==> config.mk <==
export PLATFORM = sky130hd
export DESIGN_NAME = hex_display_arbiter
export DESIGN_NICKNAME = d
export VERILOG_FILES = /design/src/rtl/hex_display_arbiter.sv
export SDC_FILE = /design/constraint.sdc
export NUM_CORES = 1
export LEC_CHECK = 0
export ABC_AREA = 1
export CAP_MARGIN = 20
export CORE_UTILIZATION = 45
export DETAILED_ROUTE_END_ITERATION = 8
export HOLD_SLACK_MARGIN = 0.05
export PLACE_DENSITY = 0.71
export SYNTH_ARGS = -nofsm -noshare
export SYNTH_HDL_FRONTEND = slang
export SYNTH_SLANG_ARGS = --single-unit
==> constraint.sdc <==
create_clock -name CLOCK_50 -period 2.6 [get_ports CLOCK_50]
set_clock_uncertainty 0.1 [all_clocks]
set_input_delay 0.52 -clock CLOCK_50 [delete_from_list [all_inputs] [get_ports CLOCK_50]]
set_output_delay 0.52 -clock CLOCK_50 [all_outputs]
set_load 0.05 [all_outputs]
==> src/rtl/hex_display_arbiter.sv <==
// hex_display_arbiter
//   Shares the six board seven-segment displays (HEX0..HEX5) among N_REQ
//   on-chip requesters. Digit-write requests are arbitrated round-robin
//   (at most one grant per cycle) into a 6-entry digit store; the HEX outputs
//   are an active-low combinational decode of that store.
//
// Ports
//   CLOCK_50  in   system clock, all state on the rising edge
//   reset     in   synchronous, active-high reset
//   req       in   [N_REQ]   per-requester write request (level, held until ack)
//   req_idx   in   [3*N_REQ] digit index of requester i at [3i+2:3i] (0..5 valid)
//   req_val   in   [4*N_REQ] hex value of requester i at [4i+3:4i]
//   req_blank in   [N_REQ]   1 = blank the indexed digit, req_val ignored
//   ack       out  [N_REQ]   one-cycle grant pulse, one-hot or zero
//   err       out            one-cycle pulse with the ack when the index was 6/7
//   HEX0..5   out  [7] each  active-low segments, bit0 = a .. bit6 = g
module hex_display_arbiter #(
  parameter int N_REQ = 3
) (
  input  logic               CLOCK_50,
  input  logic               reset,
  input  logic [N_REQ-1:0]   req,
  input  logic [3*N_REQ-1:0] req_idx,
  input  logic [4*N_REQ-1:0] req_val,
  input  logic [N_REQ-1:0]   req_blank,
  output logic [N_REQ-1:0]   ack,
  output logic               err,
  output logic [6:0]         HEX0,
  output logic [6:0]         HEX1,
  output logic [6:0]         HEX2,
  output logic [6:0]         HEX3,
  output logic [6:0]         HEX4,
  output logic [6:0]         HEX5
);

  localparam int LW = $clog2(N_REQ);

  typedef logic [LW-1:0] req_id_t;

  typedef struct packed {
    logic       blank;
    logic [3:0] val;
  } digit_t;

  // Registered state
  logic [N_REQ-1:0] ack_q,  ack_d;
  logic             err_q,  err_d;
  req_id_t          last_q, last_d;
  digit_t           store_q [6];
  digit_t           store_d [6];

  // Grant-select results
  logic [N_REQ-1:0] elig;
  logic [N_REQ-1:0] gnt_oh;
  logic             gnt_valid;
  req_id_t          gnt_id;
  logic [2:0]       gnt_idx;
  logic [3:0]       gnt_val;
  logic             gnt_blank;

  // Active-low segment decode; a blank entry turns every segment off.
  function automatic logic [6:0] seg7(input digit_t d);
    logic [6:0] s;
    unique case (d.val)
      4'h0: s = 7'h40;
      4'h1: s = 7'h79;
      4'h2: s = 7'h24;
      4'h3: s = 7'h30;
      4'h4: s = 7'h19;
      4'h5: s = 7'h12;
      4'h6: s = 7'h02;
      4'h7: s = 7'h78;
      4'h8: s = 7'h00;
      4'h9: s = 7'h10;
      4'hA: s = 7'h08;
      4'hB: s = 7'h03;
      4'hC: s = 7'h46;
      4'hD: s = 7'h21;
      4'hE: s = 7'h06;
      4'hF: s = 7'h0E;
      default: s = 7'h7F;
    endcase
    return d.blank ? 7'h7F : s;
  endfunction

  // Round-robin grant select. A requester whose ack is high this cycle is
  // not eligible, which also limits each requester to one write per 2 cycles.
  // The first pass looks only above last_grant; if it finds nothing, the
  // second pass takes the lowest eligible index, which completes the wrap.
  always_comb begin
    // NOTE: every output of a combinational block gets a default up front so
    // no path leaves it unassigned and infers a latch.
    elig      = req & ~ack_q;
    gnt_valid = 1'b0;
    gnt_oh    = '0;
    gnt_id    = '0;
    gnt_idx   = '0;
    gnt_val   = '0;
    gnt_blank = 1'b0;
    for (int c = 0; c < N_REQ; c++) begin
      if (!gnt_valid && elig[c] && (req_id_t'(c) > last_q)) begin
        gnt_valid = 1'b1;
        gnt_oh[c] = 1'b1;
        gnt_id    = req_id_t'(c);
        gnt_idx   = req_idx[3*c +: 3];
        gnt_val   = req_val[4*c +: 4];
        gnt_blank = req_blank[c];
      end
    end
    for (int c = 0; c < N_REQ; c++) begin
      if (!gnt_valid && elig[c]) begin
        gnt_valid = 1'b1;
        gnt_oh[c] = 1'b1;
        gnt_id    = req_id_t'(c);
        gnt_idx   = req_idx[3*c +: 3];
        gnt_val   = req_val[4*c +: 4];
        gnt_blank = req_blank[c];
      end
    end
  end

  // Next-state: ack/err are single-cycle pulses, the store only changes on a
  // grant with an in-range index.
  always_comb begin
    ack_d   = gnt_oh;
    err_d   = 1'b0;
    last_d  = last_q;
    store_d = store_q;
    if (gnt_valid) begin
      last_d = gnt_id;
      if (gnt_idx > 3'd5) begin
        err_d = 1'b1;
      end else begin
        for (int e = 0; e < 6; e++) begin
          if (gnt_idx == 3'(e)) begin
            store_d[e] = '{blank: gnt_blank, val: gnt_val};
          end
        end
      end
    end
  end

  always_ff @(posedge CLOCK_50) begin
    // NOTE: state registers use non-blocking assignments so every flop
    // samples the pre-edge values, independent of statement order.
    if (reset) begin
      ack_q  <= '0;
      err_q  <= 1'b0;
      last_q <= req_id_t'(N_REQ - 1);
      // NOTE: the digit store is reset, unlike a typical RAM, because the
      // displays must come up blank rather than showing garbage.
      for (int e = 0; e < 6; e++) begin
        store_q[e] <= '{blank: 1'b1, val: 4'h0};
      end
    end else begin
      ack_q  <= ack_d;
      err_q  <= err_d;
      last_q <= last_d;
      for (int e = 0; e < 6; e++) begin
        store_q[e] <= store_d[e];
      end
    end
  end

  assign ack  = ack_q;
  assign err  = err_q;
  assign HEX0 = seg7(store_q[0]);
  assign HEX1 = seg7(store_q[1]);
  assign HEX2 = seg7(store_q[2]);
  assign HEX3 = seg7(store_q[3]);
  assign HEX4 = seg7(store_q[4]);
  assign HEX5 = seg7(store_q[5]);

endmodule

After elaboration in Yosys (flattened, before gate mapping)
Memories as Yosys holds them, arrays and structs flattened. A register that Yosys moved wholly into a read port is not among the register bits.
Index checks and enable logic that the tools add are counted.
- multiplexer cells: 53
- magnitude comparators: 4
- bitwise gates (word level): 4
- reduce and logical (&&, ||, !) cells: 21
- equality and inequality tests: 5
- operator list (kind ; count):
    $mux 4 ; 18
    $mux 7 ; 6
    $mux 1 ; 19
    $mux 3 ; 6
    $reduce_and 3->1 ; 6
    $logic_and 1x1->1 ; 8
    $mux 2 ; 4
    $eq 3x2->1 const B ; 2
    $eq 3x3->1 const B ; 2
    $logic_not 1->1 ; 5
    $gt 1x2->1 const A ; 2
    $and 3x3->3 ; 1
    $eq 3x1->1 const B ; 1
    $gt 3x3->1 const B ; 1
    $logic_not 3->1 ; 1
    $not 3->3 ; 1
    $gt 2x2->1 const A ; 1
    $not 1->1 ; 2
    $reduce_or 2->1 ; 1
- logic and storage cells: 108
- flip-flop bits (word level): 36
- input port bits: 29
- memories kept: 6
- output and inout bits: 46
- bits in read-only memories: 672
- memory list (memory ; words ; width ; rd ports ; clocked after Yosys merged registers in ; write ports ; RTL line ; RTL):
    (no name shown) ; 16 ; 7 ; 1 ; 1 ; 0 ; 64 ; unique case (d.val)
    (no name shown) ; 16 ; 7 ; 1 ; 1 ; 0 ; 64 ;
    (no name shown) ; 16 ; 7 ; 1 ; 1 ; 0 ; 64 ;
    (no name shown) ; 16 ; 7 ; 1 ; 1 ; 0 ; 64 ;
    (no name shown) ; 16 ; 7 ; 1 ; 1 ; 0 ; 64 ;
    (no name shown) ; 16 ; 7 ; 1 ; 1 ; 0 ; 64 ;

Longest topological paths before layout
- depth in word-level cells: 26
- depth in mapped cells: 20
- gate-level depth less buffers: 19

Worst setup path before layout
OpenSTA, ideal clock, no wires.
- kind: register -> register
- start: register ack_q[2] (netlist: ack[2])
- end: register (tool-made name)
- data required time: 2.387 ns
- stages on the path, launching flop included: 18
- clock period less this slack: 2.781 ns
- arrival time: 2.568 ns
- path buffers: 0
- slack: -0.181 ns
- library setup time: 0.113 ns
- path through: dfxtp_1 > inv_1 > nand2_1 > nor2_1 > nand3_1 > nand2_1 > nor2_2 > nand3_4 > nor2_8 > nand2_2 > nand2_1 > nand3_1 > inv_1 > ha_1 > inv_1 > nand4_1 > nand3_1 > nand2_1
- RTL lines (item ; RTL line ; RTL):
    from (decl) ; 46 ; logic [N_REQ-1:0] ack_q, ack_d;
    from (signal assigned) ; 156 ; ack_q <= ack_d;

==> metrics.md <==
| Metric | Value |
|---|---|
| Distinct cells, synth | 30 |
| Sequential share of the synthesized area | about a third |
| Synth Register Bits | between 70 and 80 |
| Max clock buf depth | 2 |
| Layout cells sized above 1 | between 30% and 40% |
| Die Y | 106 um |
| WL per Instance | 13.3 um |
| Post-Route WL | 13600 um |
| Critical Path RT | approximately 2800 ps |
| Die area | ~11000 um^2 |
| Startpoint Class | primary input |
| DR DRC count | 0 |
| Most common cell after layout, fill and taps aside | nand2_1 |
| TritonCTS clock tree | done |
| Hold Path Class | reg2reg |
| Synthesized net count | 770 |
| Post-Syn Area per Cell | approximately 6.9 um^2 |
| Gr usage total | a little under a quarter |
| Period utilization | 99.2% |
| Worst-Skew Late Latency | ~350 ps |
| Yosys warnings | 0 |
| DR vias | 5181 |
| 1st-pass router iterations | 5 |
| Number of synthesized flops with an enable pin | 0 |
| CP Capture Type | flip-flop |
| Arrival time worst endpoint | roughly 2700 ps |
| Combinational power share | between 50% and 60% |
| Crit-path max FO | 8 |
| Clock root buffer | clkbuf_8 |
| Synthesized cell area | roughly 4800 um^2 |
| Initial antenna violation count | 0 |
| Antenna fix cells | 0 |
| First-pass GRT wire length | 20900 um |
| Drt via density | 5.06 |
| Sw Pwr | approximately 2 mW |
| DP HPWL | between 8000 and 9000 um |
| Clk pwr share | 17.6% |
| PwrDens | ~650 nW/um^2 |
| Final hold vios | 0 |
| RSZ-0062 raised after global routing | yes |
| Hold WS | roughly 440 ps |
| DR iter-0 viols | between 150 and 200 |
| Peak VDD IR | approximately 0.00037 V |
| GPL Wtd Cong | between 0.9 and 1 |
| Cell Int Power | 2.76 mW |
| Count of pins over their slew limit | 0 |
| Most frequent cells in the layout | nand2_1 (208), nand3_1 (94), buf_4 (85), dfxtp_1 (74), clkdlybuf4s50_1 (71) |
| Ys async rst share | 0% |
| Least-Margin Pin Slew | 512 ps |
| Tmin final | between 2000 and 3000 ps |
| Placed cells | about 980 |
| Final setup fails | 0 |
| Clock slew at reported path FFs | around 80 ps |
| Num ports | 75 |
| Synth Instances | roughly 710 |
| Leak | between 3 and 4 nW |
| Rows | 37 |
| Starting Density | around 47% |
| Peak Freq | 388 MHz |
| Num CTS Buffers | 9 |
| Vias in the first global route | between 4000 and 5000 |
| Status | complete, no violations |
| Max-slew headroom | between 60% and 70% |
| Detail Route Antenna Nets | 0 |
| Max_cap viols | 0 |
| Fill cells | around 770 |
| CTS sink cnt | 78 |
| Final nets | 948 |
| H-tree lvl count | 3 |
| Switch share | between 40% and 50% |
| Core area | around 10000 um^2 |
| Largest net degree at the start of global routing | 34 |
| Die W | roughly 110 um |
| Main synth FF type | dfxtp_1 |
| Seq pwr share | 31.2% |
| Crit Path Class | in2reg |
| Fin cells | between 1000 and 1500 |
| Gr ovfl total | 0 |
| Port bufs | between 70 and 80 |
| Area growth, synth to finish | 50.8% |
## metrics by stage
step	util (%)	power (mW)	area [um^2]	worst slack, ps	setup TNS [ps]
after floorplan	-	2.81	4850	-43.6	-199
after global placement	60.6	3.46	6280	-608	-23970
after detailed placement	60.6	3.51	6280	-724	-30040
after CTS	64.9	4.44	6730	-29.8	-66.5
after global routing	70.3	5.04	7290	-82.7	-1020
final	70.3	4.76	7290	21.5	0
## critical path: stages
cell and delay [ps]:
clkdlybuf4s50_1 470, nand3_1 120, nand2_1 80, nor2_2 150, nand3_4 160, nor2_8 270
nand2_4 120, nand2_4 100, nand3_4 100, inv_4 110, ha_4 200, inv_2 50
nand4_1 110, nand3_1 90, nand2_1 60
## routing by layer
metal,global-route usage [%],wire length [um],vias up
met4,9.72,340,0
met3,3.59,485,32
met2,42.5,7230,151
met1,25.3,5500,2420
met5,0,0,-
li1,-,-,2578
## power by group through the flow
stage | combinational (mW) | sequential, mW | clock, mW
2_1_floorplan | 1.31 | 1.50 | 0
3_3_place_gp | 1.96 | 1.50 | 0
3_5_place_dp | 2.00 | 1.51 | 0
4_1_cts | 2.13 | 1.48 | 0.832
5_1_grt | 2.63 | 1.51 | 0.900
6_report | 2.44 | 1.48 | 0.836
## synth_stat cells (3+ instances only)
library cell,number,area (um^2)
nand2_2,6,37.5
nand3_2,10,100
clkbuf_1,6,22.5
nand4_1,20,125
inv_2,6,22.5
nor2_4,8,90.1
nand3_4,5,87.6
nand3_1,112,561
dfxtp_1,78,1560
or2_2,42,263
nor2_1,21,78.8
nor2_2,5,31.3
nand2_1,233,875
ha_1,36,450
nor3_1,3,15.0
inv_1,91,342
o21ai_1,6,30.0
## cells by family (layout without fill, tap and decap cells)
kind of cell | count (synthesis) | count (layout) | share of synthesized area [%]
fa+ha+maj | 36 | 36 | 9.32
buf+inv | 110 | 290 | 9.01
flops | 78 | 78 | 32.3
compound gates | 10 | 10 | 1.11
simple gates | 471 | 473 | 48.3
## worst paths after layout
| kind | to | slack [ps] | start | cells past startpoint |
|---|---|---|---|---|
| worst min-delay path | last_q[1] | 440 | last_q[1] | 2 |
| worst max-delay path | flip-flop | 20 | req_idx[6] | 15 |
| worst max register to register | flip-flop | 40 | last_q[0] | 17 |
| worst min register to register | last_q[1] | 440 | last_q[1] | 2 |
## final cells by class
| class | count | area, um^2 | area share [%] |
|---|---|---|---|
| clock buffer | 12 | 155 | 2.13 |
| clock inverter | 3 | 20.0 | 0.275 |
| inverter | 98 | 390 | 5.35 |
| multi-input combinational | 519 | 3370 | 46.3 |
| sequential | 78 | 1570 | 21.6 |
| tap | 136 | 170 | 2.33 |
| timing repair buffer | 177 | 1610 | 22.1 |
## timing repair
action,CTS,global route
hold buffers,0,0
setup endpoints to repair,42,42
resized for setup,60,98
pin swaps,8,42
setup buffers,9,19
gates cloned,1,1
(Power assumes the default switching activity.)
